### src/rtl/msg_pkg.sv
// Types and default sizing shared by the receive-side assembler and the
// transmit-side disassembler.
package msg_pkg;

  localparam int MSG_WORD_SIZE        = 8;
  localparam int MSG_WORDS_PER_PACKET = 4;

  typedef enum logic [1:0] {
    SM_COLLECT = 2'd0,
    SM_WAIT    = 2'd1,
    SM_WRITE   = 2'd2
  } msg_asm_state_t;

endpackage

### src/rtl/msg_asm_gap_timer.sv
// Idle-gap counter for msg_asm: counts enabled cycles and pulses expire_o in
// the cycle the count reaches LIMIT; clr_i reloads the count to zero.
module gap_timer #(
  parameter int LIMIT = 16,
  parameter int W     = $clog2(LIMIT + 1)
) (
  input  logic clk,
  input  logic n_reset,
  input  logic clr_i,
  input  logic en_i,
  output logic expire_o
);

  logic [W-1:0] cnt_q;
  logic [W-1:0] cnt_d;

  // Expiry is combinational so the owner can act in the same cycle.
  always_comb begin
    expire_o = en_i && (cnt_q == W'(LIMIT - 1));
  end

  // Next count: reload on clear or expiry, otherwise advance when enabled.
  always_comb begin
    cnt_d = cnt_q;
    if (clr_i || expire_o) begin
      cnt_d = '0;
    end else if (en_i) begin
      cnt_d = cnt_q + W'(1);
    end else begin
      cnt_d = cnt_q;
    end
  end

  // Count register.
  always_ff @(posedge clk or negedge n_reset) begin
    if (!n_reset) begin
      cnt_q <= '0;
    end else begin
      cnt_q <= cnt_d;
    end
  end

endmodule

### src/rtl/msg_asm.sv
// Packs WORDS_PER_PACKET UART words (word 0 in the LSBs) into one message and
// writes it to the command FIFO. Define MSG_ASM_TIMEOUT_EN for the gap timer.
module msg_asm
  import msg_pkg::*;
#(
  parameter int WORD_SIZE        = MSG_WORD_SIZE,
  parameter int WORDS_PER_PACKET = MSG_WORDS_PER_PACKET,
  parameter int TIMEOUT_CYCLES   = 1000000,
  parameter int CTR_WIDTH        = $clog2(WORDS_PER_PACKET + 1),
  localparam int OUTPUT_WIDTH    = WORD_SIZE * WORDS_PER_PACKET
) (
  input  logic                    clk,
  input  logic                    n_reset,
  input  logic [WORD_SIZE-1:0]    data_in,
  input  logic                    data_in_valid,
  input  logic                    fifo_full,
  output logic [OUTPUT_WIDTH-1:0] data_out,
  output logic                    data_out_req,
  output logic                    overrun,
  output logic                    timeout
);

  msg_asm_state_t          state_q, state_d;
  logic [CTR_WIDTH-1:0]    ctr_q, ctr_d;
  logic [OUTPUT_WIDTH-1:0] data_q, data_d;
  logic                    req_q, req_d;
  logic                    overrun_q, overrun_d;
  logic                    timeout_q, timeout_d;
  logic                    accept_s;
  logic                    last_s;
  logic                    expire_s;

  assign accept_s = (state_q == SM_COLLECT) && data_in_valid;
  assign last_s   = accept_s && (ctr_q == CTR_WIDTH'(WORDS_PER_PACKET - 1));

`ifdef MSG_ASM_TIMEOUT_EN
  logic timer_en_s;
  logic timer_clr_s;

  // Only a partial message ages; an accepted word restarts the gap.
  assign timer_en_s  = (state_q == SM_COLLECT) && (ctr_q != CTR_WIDTH'(0));
  assign timer_clr_s = accept_s || !timer_en_s;

  gap_timer #(
    .LIMIT (TIMEOUT_CYCLES)
  ) u_gap_timer (
    .clk      (clk),
    .n_reset  (n_reset),
    .clr_i    (timer_clr_s),
    .en_i     (timer_en_s),
    .expire_o (expire_s)
  );
`else
  assign expire_s = 1'b0;
`endif

  // State register and datapath registers.
  always_ff @(posedge clk or negedge n_reset) begin
    if (!n_reset) begin
      state_q   <= SM_COLLECT;
      ctr_q     <= '0;
      data_q    <= '0;
      req_q     <= 1'b0;
      overrun_q <= 1'b0;
      timeout_q <= 1'b0;
    end else begin
      state_q   <= state_d;
      ctr_q     <= ctr_d;
      data_q    <= data_d;
      req_q     <= req_d;
      overrun_q <= overrun_d;
      timeout_q <= timeout_d;
    end
  end

  // Next-state logic.
  always_comb begin
    state_d = state_q;
    case (state_q)
      SM_COLLECT: begin
        if (last_s) begin
          state_d = SM_WAIT;
        end else begin
          state_d = SM_COLLECT;
        end
      end
      SM_WAIT: begin
        if (!fifo_full) begin
          state_d = SM_WRITE;
        end else begin
          state_d = SM_WAIT;
        end
      end
      SM_WRITE: state_d = SM_COLLECT;
      default:  state_d = SM_COLLECT;
    endcase
  end

  // Word counter and message slots; an accepted word beats a gap expiry.
  always_comb begin
    ctr_d  = ctr_q;
    data_d = data_q;
    if (accept_s) begin
      ctr_d = ctr_q + CTR_WIDTH'(1);
      for (int i = 0; i < WORDS_PER_PACKET; i++) begin
        if (ctr_q == CTR_WIDTH'(i)) begin
          data_d[i*WORD_SIZE +: WORD_SIZE] = data_in;
        end else begin
          data_d[i*WORD_SIZE +: WORD_SIZE] = data_q[i*WORD_SIZE +: WORD_SIZE];
        end
      end
    end else if ((state_q == SM_WRITE) || expire_s) begin
      ctr_d = '0;
    end else begin
      ctr_d = ctr_q;
    end
  end

  // Output logic, registered so every strobe is a clean flop output.
  always_comb begin
    req_d     = (state_d == SM_WRITE);
    overrun_d = data_in_valid && (state_q != SM_COLLECT);
    timeout_d = expire_s && !accept_s;
  end

  assign data_out     = data_q;
  assign data_out_req = req_q;
  assign overrun      = overrun_q;
  assign timeout      = timeout_q;

endmodule

### config.mk
export PLATFORM = sky130hd
export DESIGN_NAME = msg_asm
export DESIGN_NICKNAME = d
export VERILOG_FILES = /design/src/rtl/msg_pkg.sv /design/src/rtl/msg_asm_gap_timer.sv /design/src/rtl/msg_asm.sv
export SDC_FILE = /design/constraint.sdc
export NUM_CORES = 1
export LEC_CHECK = 0
export CORE_MARGIN = 3
export CORE_UTILIZATION = 40
export DETAILED_ROUTE_END_ITERATION = 8
export MAX_ROUTING_LAYER = met4
export PLACE_DENSITY = 0.81
export SETUP_SLACK_MARGIN = 0.02
export SLEW_MARGIN = 25
export SYNTH_ARGS = -nofsm -noshare
export SYNTH_HDL_FRONTEND = slang
export SYNTH_SLANG_ARGS = --single-unit
export TNS_END_PERCENT = 30
### constraint.sdc
create_clock -name clk -period 1.3 [get_ports clk]
set_input_delay 0.26 -clock clk [delete_from_list [all_inputs] [get_ports clk]]
set_output_delay 0.26 -clock clk [all_outputs]
set_load 0.01 [all_outputs]
==> summary by stage, run 1 <==
Outcome
The flow ran to the end, but the final reports show violations. The final reports fail on setup timing.

CTS
The number of levels in the clock H-tree is 2. The TritonCTS sink count is 39. Clock latency on the worst-skew pair, taken at its later pin, is 290 ps. Counting along the longest clock path gives a buffer depth of 2. The root buffer selected by CTS is sky130_fd_sc_hd__clkbuf_8. The number of buffers inserted by hold repair at cts is 0.

The clock transition at the register clock pins on the worst setup and hold paths after CTS is 80 ps. The TritonCTS clock tree is built. The number of clock buffers added by TritonCTS is 5.

Cells and area
In the layout the commonest cells are 38 x sky130_fd_sc_hd__dfrtp_1, 33 x sky130_fd_sc_hd__dlygate4sd2_1, 23 x sky130_fd_sc_hd__mux2_2. In the final layout, the share of cells above drive strength 1 is 42.0%. The final layout contains 190 nets. The post-route cell area is 2400 sq um. The most frequent standard cell in the layout excluding fill and tap cells is sky130_fd_sc_hd__dfrtp_1. The synthesis-to-layout area growth is 49.5%. Cells fill 63.5% of the core in the end. The final antenna diode count is 0.

Logic synthesis
The number of nets produced by synthesis is 124. The biggest area contributor in the post-synthesis netlist is sky130_fd_sc_hd__dfrtp_1. The count of synthesis-stage warnings from yosys is 0. Synthesis inferred 39 register bits. The post-synthesis cell count is 107. The synthesized netlist occupies a cell area of 1600 sq um. Averaged over all synthesized cells, the footprint is 15.0 sq um.

Counting distinct cell types in the post-synthesis netlist gives 24. In this run the biggest area consumer among cell types represents 60.9% of the synthesized area. After synthesis, the cell types taking the most area are sky130_fd_sc_hd__dfrtp_1 61%, sky130_fd_sc_hd__mux2_2 22%, sky130_fd_sc_hd__ha_1 3.9%. The portion of the post-synthesis area used by sequential elements is 60.9%.

Routing
In the routed design, unresolved DRC markers number 0. The detailed router used layers up to and including met4. For this run, the detailed router's first-pass iteration total came to 4.

The number of DRC violations after detailed-routing iteration 0 is 74. The average detailed-routed wire length per instance is 16.4 microns. The via density per instance is 5.05. Detailed routing placed a total of 230 microns of wire on met3.

The count of nets left with antenna violations once routing finished came out at 0. The length of routed wiring on met1 is 1.57 mm. The met2 wirelength from detailed routing is 1.75 mm. For this block, the via count after detailed routing is 1121. The final layout contains routed wiring with a total length of 3.65 mm.

STA
Clock skew on the completed layout was measured at 9.95 ps. The final critical-path required period is 1470 ps. The total negative slack is -3690 ps. The number of hold-slack violations in the final timing report is 0. The maximum operating frequency is 0.682 GHz.

The worst hold margin is 3.65 ps. The final-report max-slew violation count is 0. Setup slack on the critical path of the routed design comes to -167 ps. The number of setup violations in the final report is 32. Setup repair after global routing could not meet its margin everywhere. Dividing the final minimum period by the clock period gives 113%.

Power
The worst-case IR drop observed on VDD is 0.000741 V. The cell leakage power is 1.15 nW. For this design the ratio of total power to cell area is 2450 nW/um^2.

Floorplanning
For this configuration, the core starts out at a cell density of 42.5%. The die covers 4800 sq um. 47 I/O pins were placed. The die is 69.3 microns wide. The floorplan has 22 rows. The die height is 69.3 microns.

After floorplanning, the core was sized to cover 3770 sq um.

Worst setup path
The required time of the worst setup path is 1470 ps. The worst setup path is captured at a flop. The worst register-to-register path has a setup slack of -170 ps.

The startpoint of the worst-slack reg-to-reg timing path is ctr_q[1]. STA puts the critical path data arrival time at 1640 ps. The worst reg-to-reg path cell count is 4. STA classifies the critical path startpoint as a flop.

The largest incremental delay on the critical path is 400 ps. The capture point of the worst reg-to-reg path is data_out[31]. The worst setup path is of the flop to flop kind. The slowest cell on the critical path is sky130_fd_sc_hd__dfrtp_1.

Along the worst path, the maximum fanout reaches 5. Walking the worst path, the cells encountered are ha_2 -> ha_4 -> and3_4 -> mux2_4.

Job
The reported max-cap violation count is 0.

GRT
The number of global-route vias before repair came to 1203. Global routing finished with a remaining overflow of 0. The overall routing resource usage is 16.8%. The initial antenna violation count is 0. The wire length of the first global-routing pass is 6.04 mm. Entering global routing, the biggest net connects 40 pins.

Placed design
The number of buffers added on ports is 45. In this run the cell area measured after placement is 2190 sq um. The routability congestion estimate from global placement is 0.772. The half-perimeter wire length after placement is 2.52 mm. At the placement stage, the worst setup path has a slack of -400 ps.

Worst hold path
In this run the worst hold path is classified as input port to asynchronous set/reset pin.
worst max-delay path by stage:
| stage | from | endpoint | slack (ps) | cells after the start |
|---|---|---|---|---|
| 2_1_floorplan | ctr_q[0] | data_out[24] | -100 | 5 |
| 3_3_place_gp | data_in_valid | data_out[17] | -360 | 4 |
| 3_5_place_dp | data_in_valid | data_out[17] | -400 | 4 |
| 4_1_cts | state_q[0] | data_out[11] | -170 | 3 |
| 5_1_grt | state_q[0] | data_out[17] | -250 | 3 |
| 6_report | ctr_q[1] | data_out[31] | -170 | 4 |
cell usage after synthesis, drive strengths merged:
cell   count
dfrtp     39
and3       1
nor3b      1
o21ai      2
ha         5
o22ai      2
a21oi      1
inv        6
nand4      1
nor2b      1
a31oi      1
a31o       1
nor2       3
nor4b      1
buf        4
mux2      32
nand2      3
conb       1
nor3       2
power breakdown:
| group | switching, W | internal (W) | leakage, nW |
|---|---|---|---|
| sequential | 0.000347 | 0.00180 | 0.473 |
| clock | 0.000412 | 0.000621 | 0.0612 |
| combinational | 0.00113 | 0.00156 | 0.618 |
critical path: cells and delay by family, from the launching register on:
| family | cells | cell delay (ps) |
|---|---|---|
| adders and majority gates | 2 | 360 |
| muxes | 1 | 310 |
| and+or+nand+nor | 1 | 270 |
| DFF | 1 | 400 |
per-layer routing:
layer	vias up	GRT usage [%]
li1	513	-
met1	555	19.4
met2	44	26.1
met3	9	5.51
met4	0	8.68
met5	-	-
repair_timing:
item | in CTS | in global routing
setup buffers | 2 | 1
pin swaps | 4 | 6
gates resized for setup | 57 | 5
cloned | 1 | 0
setup endpoints to repair | 67 | 34
flip-flops by register name (all words and copies together) (netlist names):
name and cells:
data_out 32, ctr_q 3, state_q 2, data_out_req 1, overrun 1
stage by stage:
stage | cells | total power, W
after global placement | 210 | 0.00472
after detailed placement | 210 | 0.00484
final | 222 | 0.00587
after CTS | 221 | 0.00586
after global routing | 222 | 0.00624
after floorplan | 107 | 0.00332
layout make-up:
class / count / area (sq um)
clock buffers: 6 / 82.6
repair buffers: 62 / 547
inverters: 6 / 27.5
well taps: 48 / 60.1
clock inverters: 2 / 35.0
multi-input cells: 59 / 667
flip-flops and latches: 39 / 977
fillers: 296 / 1380
cell families (layout without fill, tap and decap cells):
group | Yosys count | in the layout | share of synthesized area (%)
muxes | 32 | 32 | 22.5
adders and majority gates | 5 | 5 | 3.90
AOI/OAI and AO/OA | 7 | 7 | 2.65
and+or+nand+nor | 13 | 14 | 6.64
DFF | 39 | 39 | 60.9
buffers and inverters | 10 | 76 | 3.20
other | 1 | 1 | 0.234
Note: power is estimated with default switching activity, not from simulation.
==> run 2, diff against run 1 <==
- ABC_CLOCK_PERIOD_IN_PS: default -> 1300
==> results of run 2 <==
Final layout, timing and power as in run 1 (identical DEF).
==> run 3, diff against run 2 <==
- TNS_END_PERCENT: 30 -> 100
==> summary by stage, run 3 (synthesized netlist as in run 1, its figures left out) <==
Outcome
The flow ran to the end, but the final reports show violations. The final reports fail on setup timing.

Worst setup path
STA classifies the critical path startpoint as a flop. For this run, the slowest stage of the critical path takes 450 ps. The slowest stage of the critical path belongs to the cell sky130_fd_sc_hd__dfrtp_2. The critical path goes through buf_6 -> nor2_4 -> and3_4 -> mux2_4. The required time of the worst setup path is 1480 ps. The endpoint type of the worst setup path is a flop. The maximum net fanout on the critical path is 5. The arrival time of data at the critical path endpoint is 1660 ps.

The critical path in this run is classified as flop to flop.

CTS
The root buffer selected by CTS is sky130_fd_sc_hd__clkbuf_8. The tree built by TritonCTS fans out to 39 sinks. The deepest clock path buffer count is 2. In this run the number of H-tree levels came out at 2. Clock-pin slew was measured on the worst setup and hold paths at 80 ps. The clock reaches the later pin of the worst-skew pair after 300 ps. The number of buffers created by CTS is 5. The TritonCTS clock tree is built.

STA
The final critical-path required period is 1490 ps. After layout, the worst path uses 114% of the clock period. The final critical-path setup slack is -186 ps.

The worst hold margin is 400 ps. The maximum operating frequency is 0.673 GHz. After routing, the total negative slack on setup checks comes to -3670 ps. Setup repair after global routing could not meet its margin everywhere. The number of hold-slack violations in the final timing report is 0. Clock skew on the completed layout was measured at 8.97 ps.

The final-report max-slew violation count is 0. Setup violations remaining at the end of the flow were counted as 33.

Placed design
The wire-length estimate of the detail-placed layout is 2.52 mm. Routability-driven placement finished with a final weighted congestion of 0.811. In this run, placement finished with an instance count of 210. During placement, the flow inserted port buffers numbering 45.

GRT
Entering global routing, the biggest net connects 29 pins. The wire length of the first global-routing pass is 6.75 mm. The number of global-route vias before repair came to 1240. The initial antenna violation count is 0. The overall routing resource usage is 18.5%. The total overflow left after global routing is 0.

Cells and area
The multi-input combinational cells in the finished layout cover a total of 718 sq um. The sequential cells in the finished layout cover a total of 980 sq um. The final antenna diode count is 0. The final layout contains 196 nets. The final instance count without filler cells is 228.

At the end of the flow the core is filled with cells to 66.3%. The register with the most flip-flops in the layout has 32 of them. The library cells used most frequently in the layout, excluding fill and tap cells, are 36 x sky130_fd_sc_hd__dfrtp_1, 33 x sky130_fd_sc_hd__dlygate4sd2_1, 22 x sky130_fd_sc_hd__mux2_2. In the final layout, the share of cells above drive strength 1 is 45.6%. The layout has 262 filler cells.

The most frequent standard cell in the layout excluding fill and tap cells is sky130_fd_sc_hd__dfrtp_1. The synthesis-to-layout area growth is 56.0%.

Power
The power after layout is 0.00617 W. The switching portion of total power is 33.7%. The analysis attributes to cell leakage a power of 1.17 nW. Across the VDD grid, the largest voltage drop is 0.000934 V.

The register share of total power is 35.5%. Power spread over the standard cell area amounts to 2470 nW/um^2. The combinational fraction of design power is 48.0%. The switching component of the power is 0.00208 W. The clock share of power is 16.5%.

The internal power contribution is 0.00409 W.

Floorplanning
In this run the count of I/O pins placed on the die edge is 47. The total number of placement rows is 22. The floorplan step defined a die boundary enclosing 4800 sq um. The placeable core region is 3770 sq um. The die is 69.3 microns wide. The die height is 69.3 microns. For this configuration, the core starts out at a cell density of 42.5%.

Routing
In this run, the number of DRC markers left after iteration 0 of detailed routing was 54. The detailed-routing iteration count for the pre-antenna-repair pass is 4. The remaining design rule violation count is 0.

The detailed router placed 1156 vias in this run. The count of antenna-violating nets left after detailed routing is 0. Using the TritonRoute via totals, the vias-per-cell ratio works out to 5.07. The aggregate routed wire length is 4.19 mm. The average detailed-routed wire length per instance is 18.4 microns.

Worst hold path
The class of the tightest hold or removal check is input port to asynchronous set/reset pin.

Job
The tool flagged a number of max-cap violations equal to 0.
==> run 3: cell count changes in the layout (fill, tap and decap cells not counted), sizes merged <==
| cell | change |
|---|---|
| dlygate4sd3 | +1 |
| clkinv | +1 |
| clkbuf | -1 |
| buf | +5 |
==> run 3: path summary, 6_finish.rpt <==
kind                             startpoint            to  slack, ps  cells past startpoint
worst max-delay path             state_q[0]  data_out[29]       -190                      4
worst min-delay path                n_reset  data_out[22]        400                      2
worst max register to register   state_q[0]  data_out[29]       -190                      4
worst min register to register  data_out[0]   data_out[0]        500                      1
max in group asynchronous           n_reset   data_out[5]        450                      3
min in group clk                data_out[0]   data_out[0]        500                      1
==> run 3: layout make-up <==
type | instances | share of cell area (%)
Clock buffer | 5 | 2.75
Clock inverter | 3 | 1.75
Inverter | 6 | 0.901
Multi-Input combinational cell | 59 | 28.7
Sequential cell | 39 | 39.2
Tap cell | 48 | 2.40
Timing Repair Buffer | 68 | 24.3
==> run 3: worst max-delay path: cells and delay by family (launching register included) <==
kind / cells / cell delay (ps)
and+or+nand+nor: 2 / 470
DFF: 1 / 450
muxes: 1 / 320
buffers and inverters: 1 / 130
==> run 3: power by group through the flow <==
stage	Combinational, W	Clock, W	Sequential, W
6_report	0.00296	0.00102	0.00219
3_5_place_dp	0.00265	0	0.00219
2_1_floorplan	0.000950	0	0.00237
4_1_cts	0.00273	0.00101	0.00217
5_1_grt	0.00314	0.00109	0.00227
3_3_place_gp	0.00257	0	0.00215
==> run 3: stage by stage <==
| step | worst slack, ps | area (sq um) |
|---|---|---|
| finish | -186 | 2500 |
| global placement | -368 | 2200 |
| detailed placement | -436 | 2200 |
| CTS | -161 | 2440 |
| global route | -210 | 2500 |
| floorplan | -102 | 1610 |
==> run 3: what timing repair did <==
item / in CTS / in global routing
endpoints found under the setup margin: 67 / 37
hold endpoints to repair: 11 / 0
buffers inserted: 5 / 3
resized for setup: 58 / 11
pin swaps: 9 / 4
hold buffers: 1 / 0
cloned: 1 / 0
==> run 3: per-layer routing <==
metal	track usage (%)	vias to the layer above	part of all wire, %
met4	7.16	0	1.5
li1	-	513	-
met3	5.94	6	5.8
met2	29.3	51	50
met1	22.0	586	43
met5	-	-	0
